===== src/rtl/h_alpha_stream_driver_pkg.sv =====
// Shared definitions for the H-row / alpha_u-column stimulus driver:
// run modes, FSM state encoding and counter width helpers.
package h_alpha_stream_driver_pkg;

    // Run modes sampled at an accepted start. Code 3 behaves like clean.
    localparam logic [1:0] MODE_CLEAN      = 2'd0;
    localparam logic [1:0] MODE_BUBBLE     = 2'd1;
    localparam logic [1:0] MODE_EARLY_LAST = 2'd2;

    // Frame sequencing states.
    typedef enum logic [2:0] {
        ST_IDLE   = 3'd0,
        ST_H_SEND = 3'd1,
        ST_A_SEND = 3'd2,
        ST_NEXT   = 3'd3,
        ST_DONE   = 3'd4
    } state_e;

    // Counter width able to hold every value 0..n.
    function automatic int j_width(input int j);
        return $clog2(j) + 1;
    endfunction

    // Width of a bit index into an H row (one spare bit keeps I = 1 legal).
    function automatic int i_width(input int i);
        return $clog2(i) + 1;
    endfunction

    // Width of the alpha column counter.
    function automatic int a_width(input int a);
        return $clog2(a) + 1;
    endfunction

endpackage


===== src/rtl/h_alpha_stream_driver_if.sv =====
// The two AXI-Stream style outputs of the driver: H rows and alpha_u columns.
// Handshake: a beat transfers on a rising edge where tvalid and tready are
// both high; while tvalid is high and tready is low, data and tlast hold
// stable and tvalid stays high. tready may be high while tvalid is low.
interface h_alpha_stream_driver_if #(
    parameter int I      = 7,
    parameter int DATA_W = 16
);
    logic [I-1:0]      H_row;
    logic              H_row_tvalid;
    logic              H_row_tready;
    logic              H_row_tlast;

    logic [DATA_W-1:0] alpha_u_col;
    logic              alpha_u_col_tvalid;
    logic              alpha_u_col_tready;
    logic              alpha_u_col_tlast;

    // The driver side produces data, valid and last.
    modport master (
        output H_row, H_row_tvalid, H_row_tlast,
        input  H_row_tready,
        output alpha_u_col, alpha_u_col_tvalid, alpha_u_col_tlast,
        input  alpha_u_col_tready
    );

    // The consuming core side only drives ready.
    modport slave (
        input  H_row, H_row_tvalid, H_row_tlast,
        output H_row_tready,
        input  alpha_u_col, alpha_u_col_tvalid, alpha_u_col_tlast,
        output alpha_u_col_tready
    );

endinterface


===== src/rtl/h_alpha_stream_driver_axis_src_slot.sv =====
// One output register stage of a stream source. The owner presents a new
// beat with load_i whenever free_o is high; the slot keeps valid/data/last
// stable until fire_i (valid & ready) and, in bubble mode, forces a single
// idle cycle after every transferred beat.
module axis_src_slot
    import h_alpha_stream_driver_pkg::*;
#(
    parameter int W = 16
) (
    input  logic         clk,
    input  logic         rst,
    input  logic         load_i,
    input  logic [W-1:0] data_i,
    input  logic         last_i,
    input  logic         fire_i,
    input  logic         bubble_i,
    output logic         valid_o,
    output logic [W-1:0] data_o,
    output logic         last_o,
    output logic         free_o
);

    logic         valid_q, valid_d;
    logic [W-1:0] data_q,  data_d;
    logic         last_q,  last_d;

    // Next beat: load wins, a transfer empties the stage, otherwise hold.
    always_comb begin
        valid_d = valid_q;
        data_d  = data_q;
        last_d  = last_q;
        if (load_i) begin
            valid_d = 1'b1;
            data_d  = data_i;
            last_d  = last_i;
        end else if (fire_i) begin
            valid_d = 1'b0;
            last_d  = 1'b0;
        end
    end

    // Output register stage.
    always_ff @(posedge clk) begin
        if (rst) begin
            valid_q <= 1'b0;
            data_q  <= '0;
            last_q  <= 1'b0;
        end else begin
            valid_q <= valid_d;
            data_q  <= data_d;
            last_q  <= last_d;
        end
    end

    // Back-to-back reload on a transfer only in non-bubble mode; in bubble
    // mode the stage must be seen empty for one cycle before it reloads.
    assign free_o  = !valid_q || (fire_i && !bubble_i);
    assign valid_o = valid_q;
    assign data_o  = data_q;
    assign last_o  = last_q;

endmodule


===== src/rtl/h_alpha_stream_driver.sv =====
// Parametrised stimulus source for the fixed-point core: per frame it sends
// J one-hot-pair H rows, then A alpha_u columns of J elements each, for a
// run of several frames, with clean, bubble or early-tlast flow.
module h_alpha_stream_driver
    import h_alpha_stream_driver_pkg::*;
#(
    parameter int J      = 14,
    parameter int I      = 7,
    parameter int A      = 2,
    parameter int DATA_W = 16,
    parameter int FRM_W  = 8
) (
    input  logic                       clk,
    input  logic                       rst,
    input  logic                       start,
    input  logic [1:0]                 mode,
    input  logic [FRM_W-1:0]           frames,
    input  logic [DATA_W-1:0]          alpha_base,
    h_alpha_stream_driver_if.master    s_if,
    output logic                       busy,
    output logic                       done,
    output logic [FRM_W-1:0]           frame_idx,
    output state_e                     dbg_state_o
);

    localparam int J_WIDTH = j_width(J);
    localparam int I_WIDTH = i_width(I);
    localparam int A_WIDTH = a_width(A);

    localparam logic [J_WIDTH-1:0] J_LAST       = J_WIDTH'(J - 1);
    localparam logic [J_WIDTH-1:0] J_LAST_EARLY = J_WIDTH'(J - 2);
    localparam logic [A_WIDTH-1:0] A_LAST       = A_WIDTH'(A - 1);
    localparam logic [I_WIDTH-1:0] I_LAST       = I_WIDTH'(I - 1);

    state_e               state_q;
    logic [1:0]           mode_q;
    logic [FRM_W-1:0]     frames_q;
    logic [DATA_W-1:0]    base_q;
    logic [FRM_W-1:0]     frame_q;
    logic [J_WIDTH-1:0]   j_q;
    logic [A_WIDTH-1:0]   a_q;
    logic                 all_loaded_q;
    logic                 busy_q;
    logic                 done_q;

    logic                 start_acc;
    logic                 early;
    logic                 bubble;
    logic                 more_frames;

    logic                 h_valid, h_last, h_free, h_fire, h_fin, h_load, h_last_d;
    logic [J_WIDTH-1:0]   h_idx;
    logic [I_WIDTH-1:0]   h_bit0, h_bit1;
    logic [I-1:0]         h_row_d;

    logic                 a_valid, a_last, a_free, a_fire, a_fin, a_load, a_last_d, a_final;
    logic [J_WIDTH-1:0]   a_j_idx;
    logic [A_WIDTH-1:0]   a_a_idx;
    logic [DATA_W-1:0]    alpha_d;

    // Control decode: start acceptance, mode flags, frame continuation and
    // the load/finish conditions of both stream slots.
    always_comb begin
        start_acc   = (state_q == ST_IDLE) && start && !busy_q;
        // The very first H beat is loaded in the start cycle, before mode_q
        // holds the new mode, so the live input is used there.
        early       = ((start_acc ? mode : mode_q) == MODE_EARLY_LAST);
        bubble      = (mode_q == MODE_BUBBLE);
        more_frames = ({1'b0, frame_q} + (FRM_W + 1)'(1)) < {1'b0, frames_q};

        h_fire   = h_valid && s_if.H_row_tready;
        a_fire   = a_valid && s_if.alpha_u_col_tready;

        // H phase ends on the transfer of its tlast beat (J-1 or J-2).
        h_fin    = (state_q == ST_H_SEND) && h_fire && h_last;
        // Alpha phase ends on the transfer of the final element loaded.
        a_fin    = (state_q == ST_A_SEND) && a_fire && all_loaded_q;

        // H beat 0 is loaded on the start or NEXT edge so it is valid in the
        // first cycle of the phase; later beats follow whenever the slot is free.
        h_idx    = (state_q == ST_H_SEND) ? j_q : '0;
        h_last_d = (h_idx == (early ? J_LAST_EARLY : J_LAST));
        h_load   = start_acc
                || ((state_q == ST_NEXT) && more_frames)
                || ((state_q == ST_H_SEND) && !all_loaded_q && h_free);

        // Alpha element 0 is loaded on the H tlast transfer edge, so the
        // switch between streams costs no cycle even in bubble mode.
        a_j_idx  = (state_q == ST_A_SEND) ? j_q : '0;
        a_a_idx  = (state_q == ST_A_SEND) ? a_q : '0;
        a_last_d = (a_j_idx == J_LAST);
        a_final  = a_last_d && (a_a_idx == A_LAST);
        a_load   = h_fin || ((state_q == ST_A_SEND) && !all_loaded_q && a_free);
    end

    // Data generators: H row with bits (j mod I) and ((j+1) mod I) set, and
    // alpha = base + a*J + j wrapping modulo 2^DATA_W.
    always_comb begin
        h_bit0 = I_WIDTH'(int'(h_idx) % I);
        h_bit1 = (h_bit0 == I_LAST) ? '0 : h_bit0 + 1'b1;
        for (int b = 0; b < I; b++) begin
            h_row_d[b] = (I_WIDTH'(b) == h_bit0) || (I_WIDTH'(b) == h_bit1);
        end
        alpha_d = base_q + DATA_W'(int'(a_a_idx) * J + int'(a_j_idx));
    end

    // Frame sequencing FSM with the beat/column/frame counters and the
    // registered busy/done outputs.
    always_ff @(posedge clk) begin
        if (rst) begin
            state_q      <= ST_IDLE;
            mode_q       <= MODE_CLEAN;
            frames_q     <= '0;
            base_q       <= '0;
            frame_q      <= '0;
            j_q          <= '0;
            a_q          <= '0;
            all_loaded_q <= 1'b0;
            busy_q       <= 1'b0;
            done_q       <= 1'b0;
        end else begin
            case (state_q)
                ST_IDLE: begin
                    if (start_acc) begin
                        state_q  <= ST_H_SEND;
                        mode_q   <= mode;
                        frames_q <= (frames == '0) ? FRM_W'(1) : frames;
                        base_q   <= alpha_base;
                        frame_q  <= '0;
                        busy_q   <= 1'b1;
                    end
                end
                ST_H_SEND: begin
                    if (h_fin) state_q <= ST_A_SEND;
                end
                ST_A_SEND: begin
                    if (a_fin) state_q <= ST_NEXT;
                end
                ST_NEXT: begin
                    if (more_frames) begin
                        frame_q <= frame_q + 1'b1;
                        state_q <= ST_H_SEND;
                    end else begin
                        state_q <= ST_DONE;
                        done_q  <= 1'b1;
                    end
                end
                ST_DONE: begin
                    done_q  <= 1'b0;
                    busy_q  <= 1'b0;
                    state_q <= ST_IDLE;
                end
                default: state_q <= ST_IDLE;
            endcase

            // Counters point at the next beat to load; the two loads never
            // coincide because they belong to different phases.
            if (h_load) begin
                j_q          <= h_idx + 1'b1;
                all_loaded_q <= h_last_d;
            end else if (a_load) begin
                if (a_last_d) begin
                    j_q <= '0;
                    a_q <= a_a_idx + 1'b1;
                end else begin
                    j_q <= a_j_idx + 1'b1;
                    a_q <= a_a_idx;
                end
                all_loaded_q <= a_final;
            end
        end
    end

    axis_src_slot #(.W(I)) u_h_slot (
        .clk      (clk),
        .rst      (rst),
        .load_i   (h_load),
        .data_i   (h_row_d),
        .last_i   (h_last_d),
        .fire_i   (h_fire),
        .bubble_i (bubble),
        .valid_o  (h_valid),
        .data_o   (s_if.H_row),
        .last_o   (h_last),
        .free_o   (h_free)
    );

    axis_src_slot #(.W(DATA_W)) u_a_slot (
        .clk      (clk),
        .rst      (rst),
        .load_i   (a_load),
        .data_i   (alpha_d),
        .last_i   (a_last_d),
        .fire_i   (a_fire),
        .bubble_i (bubble),
        .valid_o  (a_valid),
        .data_o   (s_if.alpha_u_col),
        .last_o   (a_last),
        .free_o   (a_free)
    );

    assign s_if.H_row_tvalid       = h_valid;
    assign s_if.H_row_tlast        = h_last;
    assign s_if.alpha_u_col_tvalid = a_valid;
    assign s_if.alpha_u_col_tlast  = a_last;

    assign busy        = busy_q;
    assign done        = done_q;
    assign frame_idx   = frame_q;
    assign dbg_state_o = state_q;

endmodule


===== src/flat_wrapper.sv =====
// flat-port wrapper written by rule: the top's interface ports become plain ports
module h_alpha_stream_driver_flat import h_alpha_stream_driver_pkg::*;
#(
    parameter int J      = 14,
    parameter int I      = 7,
    parameter int A      = 2,
    parameter int DATA_W = 16,
    parameter int FRM_W  = 8
)
  (clk, rst, start, mode, frames, alpha_base, busy, done, frame_idx, dbg_state_o, s_if_H_row, s_if_H_row_tvalid, s_if_H_row_tlast, s_if_H_row_tready, s_if_alpha_u_col, s_if_alpha_u_col_tvalid, s_if_alpha_u_col_tlast, s_if_alpha_u_col_tready);
  h_alpha_stream_driver_if #(.I(I), .DATA_W(DATA_W)) s_if_i ();
  input  logic clk;
  input  logic rst;
  input  logic start;
  input  logic [1:0] mode;
  input  logic [FRM_W-1:0] frames;
  input  logic [DATA_W-1:0] alpha_base;
  output logic busy;
  output logic done;
  output logic [FRM_W-1:0] frame_idx;
  output state_e dbg_state_o;
  output wire logic [$bits(s_if_i.H_row)-1:0] s_if_H_row;
  output wire logic [$bits(s_if_i.H_row_tvalid)-1:0] s_if_H_row_tvalid;
  output wire logic [$bits(s_if_i.H_row_tlast)-1:0] s_if_H_row_tlast;
  input wire logic [$bits(s_if_i.H_row_tready)-1:0] s_if_H_row_tready;
  output wire logic [$bits(s_if_i.alpha_u_col)-1:0] s_if_alpha_u_col;
  output wire logic [$bits(s_if_i.alpha_u_col_tvalid)-1:0] s_if_alpha_u_col_tvalid;
  output wire logic [$bits(s_if_i.alpha_u_col_tlast)-1:0] s_if_alpha_u_col_tlast;
  input wire logic [$bits(s_if_i.alpha_u_col_tready)-1:0] s_if_alpha_u_col_tready;
  assign s_if_H_row = s_if_i.H_row;
  assign s_if_H_row_tvalid = s_if_i.H_row_tvalid;
  assign s_if_H_row_tlast = s_if_i.H_row_tlast;
  assign s_if_i.H_row_tready = s_if_H_row_tready;
  assign s_if_alpha_u_col = s_if_i.alpha_u_col;
  assign s_if_alpha_u_col_tvalid = s_if_i.alpha_u_col_tvalid;
  assign s_if_alpha_u_col_tlast = s_if_i.alpha_u_col_tlast;
  assign s_if_i.alpha_u_col_tready = s_if_alpha_u_col_tready;
  h_alpha_stream_driver #(.J(J), .I(I), .A(A), .DATA_W(DATA_W), .FRM_W(FRM_W)) u_core (.clk(clk), .rst(rst), .start(start), .mode(mode), .frames(frames), .alpha_base(alpha_base), .s_if(s_if_i), .busy(busy), .done(done), .frame_idx(frame_idx), .dbg_state_o(dbg_state_o));
endmodule

===== config.mk =====
export PLATFORM = sky130hd
export DESIGN_NAME = h_alpha_stream_driver_flat
export DESIGN_NICKNAME = d
export VERILOG_FILES = /design/src/rtl/h_alpha_stream_driver_pkg.sv /design/src/rtl/h_alpha_stream_driver_if.sv /design/src/rtl/h_alpha_stream_driver_axis_src_slot.sv /design/src/rtl/h_alpha_stream_driver.sv /design/src/flat_wrapper.sv
export SDC_FILE = /design/constraint.sdc
export NUM_CORES = 1
export LEC_CHECK = 0
export ABC_AREA = 1
export CORE_ASPECT_RATIO = 0.7
export CORE_MARGIN = 2
export CORE_UTILIZATION = 35
export DETAILED_ROUTE_END_ITERATION = 7
export GPL_ROUTABILITY_DRIVEN = 0
export SYNTH_ARGS = -nofsm -noshare
export SYNTH_HDL_FRONTEND = slang
export SYNTH_HIERARCHICAL = 1
export SYNTH_SLANG_ARGS = --single-unit

===== constraint.sdc =====
create_clock -name clk -period 5.1 [get_ports clk]
set_clock_uncertainty 0.05 [all_clocks]
set_input_delay 0.765 -clock clk [delete_from_list [all_inputs] [get_ports clk]]
set_output_delay 0.765 -clock clk [all_outputs]
set_load 0.02 [all_outputs]

==> run summary, run 1 <==
Reg2Reg Setup Slack -> 510 ps
Final Hold Vio Count -> 0
Largest net degree at the start of global routing -> 49
Drt pass-1 iters -> 5
Min-delay worst type -> flop to flop
Tot GR Track Use -> 0.170
Post-CTS setup buffers -> 0
Cell Area, Synth -> 4580 um^2
Antenna-violating nets left -> 0
Die height -> 99.7 um
Fillers -> 1,240
CP startpoint -> u_core/dbg_state_o[1]$_SDFFE_PP0P_
CTS buffer count -> 9
First-pass GRT wire length -> 19,500 um
Clk Latency, worst-skew pair -> 330 ps
Asr flop ratio synth -> 0
Worst-path maximum fanout -> 8
Initial antenna violation count -> 0
Setup-failing EPs final -> 0
Number of flops mapped to enable cells by yosys -> 0
DRC viols -> 0
DP Worst Slack -> 582 ps
Worst vdd ir -> 0.170 mV
CP Data Arrival Time -> 4760 ps
Clock transition at path regs -> 60 ps
Max-slew violations -> 0
RSZ-0062 raised after global routing -> false
Share of cells above drive strength 1 -> 0.0776
Met1 usage -> 0.238
Hold path startpoint -> u_core/base_q[5]$_SDFFE_PP0P_
Clk Tree Root Cell -> clkbuf_16
Footprint of the multi-input gates -> 2590 um^2
Sequential share of the synthesized area -> 0.324
Layout Nets -> 771
Post-route minimum period -> 4590 ps
Outcome -> finished, final reports clean
Number of port buffers -> 70
Syn_area_per_cell -> 7.15 um^2
Nature of the critical path startpoint -> flop
Drt initial violations -> 302
Total Power -> 2.57 mW
Sequential cell area -> 1480 um^2
Synth Warn # -> 6
Commonest non-fill, non-tap cells in the layout -> inv_1 (94), nand2_1 (83), nor2_1 (79), dfxtp_1 (74), clkdlybuf4s50_1 (70)
H-tree Lvls -> 3
Global route hottest layer -> met2
Cell row count -> 34
Worst slew margin -> 0.419
Bufs on Longest Clock Path -> 2
Initial Util -> 0.363
Vias -> 4,248
Commonest non-fill, non-tap cell in the layout -> inv_1
WL/cell -> 13.0 um
Die Width -> 141 um
Number of global-route vias before repair -> 4,052
WHS Path Cells -> 2
Critical Path Sink Type -> flop
Worst setup path endpoint -> u_core/u_a_slot/data_o[15]$_SDFFE_PP0P_
Grt total ovfl -> 0
PnR worst setup slack -> 513 ps
Die area -> 14,000 um^2
Ports -> 71
Fmax -> 218 MHz
Worst slew pin tran -> 870 ps
Core area -> 12,600 um^2
Post-synth top flop -> dfxtp_1
Syn Nets -> 706
Pwr per Cell Area -> 456 nW/um^2
Setup TNS -> 0 ps
Diodes inserted -> 0
Leakage power -> 2.49 nW
Post-synthesis cell type count -> 44
Total Wirelength -> 11,300 um
Max cap viols -> 0
Post_cts resized -> 0
Vias per cell -> 4.88
Clock tree sinks -> 74
Critical R2R Launch -> u_core/dbg_state_o[1]$_SDFFE_PP0P_
Mapped Cells -> 640
CTS tree -> built
FF-to-FF End -> u_core/u_a_slot/data_o[15]$_SDFFE_PP0P_
CTS Hold Bufs -> 0
Worst EP required -> 5270 ps
Final period util -> 0.899
Critical path type -> flop to flop
Area growth from synthesis to layout -> 23.2%
Met3 Resource Use GR -> 0.0409
HPWL Detailed -> 8550 um
#FFs+latches synth -> 74
Length in cells of the worst reg-to-reg path -> 20
M2 GR Usage -> 0.256
worst max-delay path, stage by stage (launching register included):
cell	delay [ps]
dfxtp_1	480
inv_1	90
nor3_2	240
inv_1	210
nor2_1	220
inv_1	110
ha_1	310
inv_1	50
fa_1	480
fa_1	480
o21ai_0	290
a21oi_1	110
inv_1	60
a21oi_1	80
nor3_1	300
nand3_1	190
nor3_1	260
nand3_1	130
xor2_1	160
nor2_1	100
nor2_1	50
Yosys cell counts, types with 2 or more instances:
library cell	number	share of area
nor2_2	5	0.0068
a211oi_1	2	0.0033
ha_1	30	0.082
buf_4	2	0.0033
fa_1	5	0.022
nand3_1	47	0.051
nand2_4	2	0.0049
nand3_2	4	0.0087
xnor2_1	3	0.0057
nor2_4	3	0.0074
dfxtp_1	74	0.32
nand2_2	10	0.014
nor3_1	6	0.0066
o211ai_1	2	0.0033
o21ai_0	52	0.057
xor2_1	19	0.036
buf_6	3	0.0074
inv_1	94	0.077
nand2_1	83	0.068
o21ai_1	17	0.019
a21oi_2	2	0.0038
nor4_1	2	0.0027
nand3b_1	4	0.0066
a31oi_1	7	0.0096
a21oi_1	48	0.052
nor2_1	79	0.065
clkbuf_1	10	0.0082
nand4_1	4	0.0055
inv_2	6	0.0049
sequential cells by signal, indices dropped and copies added, names as in the netlist:
name and count:
u_core/base_q 16, u_core/dbg_state_o 3, u_core/u_a_slot/last_o 1, u_core/frames_q 8, u_core/all_loaded_q 1, u_core/a_q 2
u_core/mode_q 2, u_core/frame_idx 8, u_core/j_q 5, u_core/u_h_slot/last_o 1, u_core/busy 1, u_core/done 1
u_core/u_h_slot/valid_o 1, u_core/u_a_slot/valid_o 1, u_core/u_a_slot/data_o 16, u_core/u_h_slot/data_o 7
worst min path at each step:
stage,endpoint,slack (ps)
6_report,u_core/base_q[5]$_SDFFE_PP0P_,410
5_1_grt,u_core/base_q[5]$_SDFFE_PP0P_,430
4_1_cts,u_core/base_q[5]$_SDFFE_PP0P_,410
3_5_place_dp,u_core/base_q[6]$_SDFFE_PP0P_,400
3_3_place_gp,u_core/base_q[6]$_SDFFE_PP0P_,400
2_1_floorplan,u_core/base_q[0]$_SDFFE_PP0P_,380
kinds of logic (layout without fill, tap and decap cells):
family	Yosys count	count (layout)	synth area share
flops	74	74	0.324
simple gates	253	253	0.261
compound gates	135	135	0.157
fa+ha+maj	35	35	0.104
buf+inv	121	190	0.112
xor+xnor	22	22	0.0421
power by group:
group          switching (mW)  internal, mW  total, mW
clock                   0.230         0.325      0.555
combinational           0.715         0.437       1.15
sequential              0.116         0.750      0.866
total                    1.06          1.51       2.57
cell type report:
type | count | share of cell area
flip-flops and latches | 74 | 0.263
clock buffers | 12 | 0.0419
multi-input cells | 445 | 0.459
inverters | 103 | 0.0708
well taps | 162 | 0.0359
repair buffers | 72 | 0.127
clock inverters | 3 | 0.00311
metrics by stage:
step / cells / utilization / instance area [um^2] / hold WS (ps)
3_3_place_gp: 856 / 0.428 / 5390 / 396
4_1_cts: 871 / 0.448 / 5640 / 410
2_1_floorplan: 640 / - / 4580 / 378
6_report: 871 / 0.448 / 5640 / 406
3_5_place_dp: 856 / 0.428 / 5390 / 403
5_1_grt: 871 / 0.448 / 5640 / 433
layer usage:
metal	vias to the layer above	wire length [um]
met5	-	0
met4	0	229
met3	17	606
met2	112	4860
met1	1924	5630
li1	2195	-
Note: power is estimated with default switching activity, not from simulation.
==> inputs of run 2 (changes only) <==
Settings changed: CTS_CLUSTER_DIAMETER from default to 50.
==> results of run 2 <==
Same layout as run 1: the final DEF is identical, and so are final timing and power.
==> inputs of run 3 (changes only) <==
Settings changed: REMOVE_ABC_BUFFERS from default to 1, SYNTH_HIERARCHICAL 1 to default.
==> run 3 against run 2 <==
The run now ends with design-rule violations left. Total power decreased by 2.3%. Cell area grew 1.5%. Clock-buffer cell count unchanged.
==> run summary, run 3 <==
Commonest non-fill, non-tap cells in the layout -> nand2_1 (104), inv_1 (103), dfxtp_1 (74), clkdlybuf4s50_1 (70), a21oi_1 (62)
Setup-failing EPs final -> 0
Vias -> 4,293
Synth Area in Simple Gates -> 0.258
First-pass GRT wire length -> 19,900 um
Setup TNS -> 0 ps
PnR worst setup slack -> 619 ps
Hold path startpoint -> u_core.frames_q[1]$_SDFFE_PP0P_
Area after DPL -> 5430 um^2
CTS tree -> built
Total Wirelength -> 11,800 um
Synth top area share -> 0.325
Die Width -> 140 um
Ports -> 71
Post-synthesis cell type count -> 42
Hold slack -> 413 ps
DP Worst Slack -> 530 ps
Mapped Cells -> 642
Largest family of logic cells by synthesized area -> simple AND/OR/NAND/NOR gates
CP startpoint -> u_core.dbg_state_o[1]$_SDFFE_PP0P_
Adder-Cell Fraction of Synth Area -> 0.104
Post_cts resized -> 0
Top post-synthesis cells by area -> dfxtp_1 (32%), nand2_1 (8.6%), inv_1 (8.5%), ha_1 (8.2%), a21oi_1 (6.8%)
Violated checks -> design-rule violations
H-tree Lvls -> 3
#FFs+latches synth -> 74
Bufs on Longest Clock Path -> 2
Area growth from synthesis to layout -> 25.5%
Min-delay worst type -> flop to flop
Count leader, synth -> nand2_1
CTS buffer count -> 9
Die height -> 99.5 um
Asr flop ratio synth -> 0
Worst vdd ir -> 0.222 mV
Antenna-violating nets left -> 0
XOR/XNOR Fraction of Synth Area -> 0.0403
Largest net degree at the start of global routing -> 37
Number of global-route vias before repair -> 4,043
Clock transition at path regs -> 50 ps
CP Data Arrival Time -> 4690 ps
Drt initial violations -> 373
Max-slew violations -> 0
Vias per cell -> 4.92
Post-synth top flop -> dfxtp_1
Sequential power share -> 0.340
Clock Power Share -> 0.254
Diodes inserted -> 0
CP Cell Sequence -> inv_2 -> nor3_4 -> inv_1 -> nor2_1 -> inv_1 -> ha_1 -> inv_1 -> fa_1 -> fa_1 -> nor2_1 -> a211oi_1 -> o21ai_0 -> nand2_1 -> nor4_2 -> nand2_1 -> nor2_1 -> nand3_1 -> xor2_1 -> a21oi_1
Final period util -> 0.879
Switching power -> 978 uW
Worst-path maximum fanout -> 7
Clk Latency, worst-skew pair -> 330 ps
Combinational share of power -> 0.406
WL/cell -> 13.5 um
Share of cells above drive strength 1 -> 0.0844
Number of flops mapped to enable cells by yosys -> 0
Commonest non-fill, non-tap cell in the layout -> nand2_1
Critical path type -> flop to flop
Worst EP required -> 5310 ps
Int Pwr -> 1.54 mW
Total Power -> 2.51 mW
Length in cells of the worst reg-to-reg path -> 19
Core area -> 12,500 um^2
Critical Path Sink Type -> flop
Sw frac -> 0.389
DRC viols -> 1
Synth Area in Compound Gates -> 0.165
Syn_area_per_cell -> 7.10 um^2
Multiplexer area fraction after synthesis -> 0
HPWL Detailed -> 8870 um
Initial Util -> 0.363
Clk Tree Root Cell -> clkbuf_16
Fmax -> 223 MHz
Cell taking the most area after synthesis -> dfxtp_1
Drt pass-1 iters -> 7
Nature of the critical path startpoint -> flop
Cell row count -> 34
Max cap viols -> 0
Post-CTS setup buffers -> 0
Critical R2R Launch -> u_core.dbg_state_o[1]$_SDFFE_PP0P_
Max stage delay on crit path -> 510 ps
Pwr per Cell Area -> 439 nW/um^2
Worst slew pin tran -> 873 ps
Outcome -> finished, violations left
CP max stage cell -> dfxtp_1
Worst slew margin -> 0.417
CTS Hold Bufs -> 0
Post-synth top cells -> nand2_1 (104), inv_1 (103), dfxtp_1 (74)
Sequential share of the synthesized area -> 0.325
Die area -> 14,000 um^2
Post-route minimum period -> 4480 ps
Leakage power -> 2.57 nW
Tot GR Track Use -> 0.177
WHS Path Cells -> 2
Initial antenna violation count -> 0
RSZ-0062 raised after global routing -> false
Grt total ovfl -> 0
Synth Warn # -> 0
Layout Nets -> 774
Finished Cell Area -> 5730 um^2
Final Hold Vio Count -> 0
Number of port buffers -> 70
Cell Area, Synth -> 4560 um^2
Clock tree sinks -> 74
run 3: worst paths after layout:
path | end | slack [ps]
worst min-delay path | u_core.frames_q[1]$_SDFFE_PP0P_ | 410
worst min register to register | u_core.frames_q[1]$_SDFFE_PP0P_ | 410
worst max-delay path | u_core.u_a_slot.data_o[15]$_SDFFE_PP0P_ | 620
worst max register to register | u_core.u_a_slot.data_o[15]$_SDFFE_PP0P_ | 620
run 3: power groups by stage:
| stage | clock (mW) | sequential, mW | combinational, mW |
|---|---|---|---|
| after floorplan | 0 | 0.943 | 0.540 |
| after global placement | 0 | 0.862 | 1.00 |
| after detailed placement | 0 | 0.865 | 1.01 |
| after CTS | 0.654 | 0.855 | 1.02 |
| after global routing | 0.679 | 0.875 | 1.15 |
| final | 0.638 | 0.855 | 1.02 |
run 3: area by class of cell:
class / instances / area [um^2]
Multi-Input combinational cell: 438 / 2600
Clock inverter: 2 / 37.5
Tap cell: 162 / 203
Fill cell: 1200 / 6820
Clock buffer: 12 / 256
Timing Repair Buffer: 75 / 738
Inverter: 110 / 413
Sequential cell: 74 / 1480
run 3: critical path: cells and delay by family, from the launching register on:
kind	cells	cell delay [ps]
AOI/OAI and AO/OA	3	530
xor gates and xnor gates	1	150
and+or+nand+nor	8	1380
DFF	1	510
buffers and inverters	4	540
adders and majority gates	3	1240
run 3: through the flow:
step / std cells / util
floorplan: 622 / -
global placement: 859 / 0.432
detailed placement: 859 / 0.432
CTS: 873 / 0.456
global route: 873 / 0.456
finish: 873 / 0.456
run 3: logic make-up after synthesis:
group,count (synthesis)
and+or+nand+nor,243
AOI/OAI and AO/OA,139
buffers and inverters,130
DFF,74
adders and majority gates,35
xor gates and xnor gates,21
run 3: layer usage:
metal,GRT usage,vias up,wire length [um],share of wire
met5,0,-,0,0
met2,0.253,128,4690,0.40
li1,-,2214,-,-
met3,0.0414,12,645,0.055
met4,0.0458,0,118,0.010
met1,0.266,1939,6320,0.54
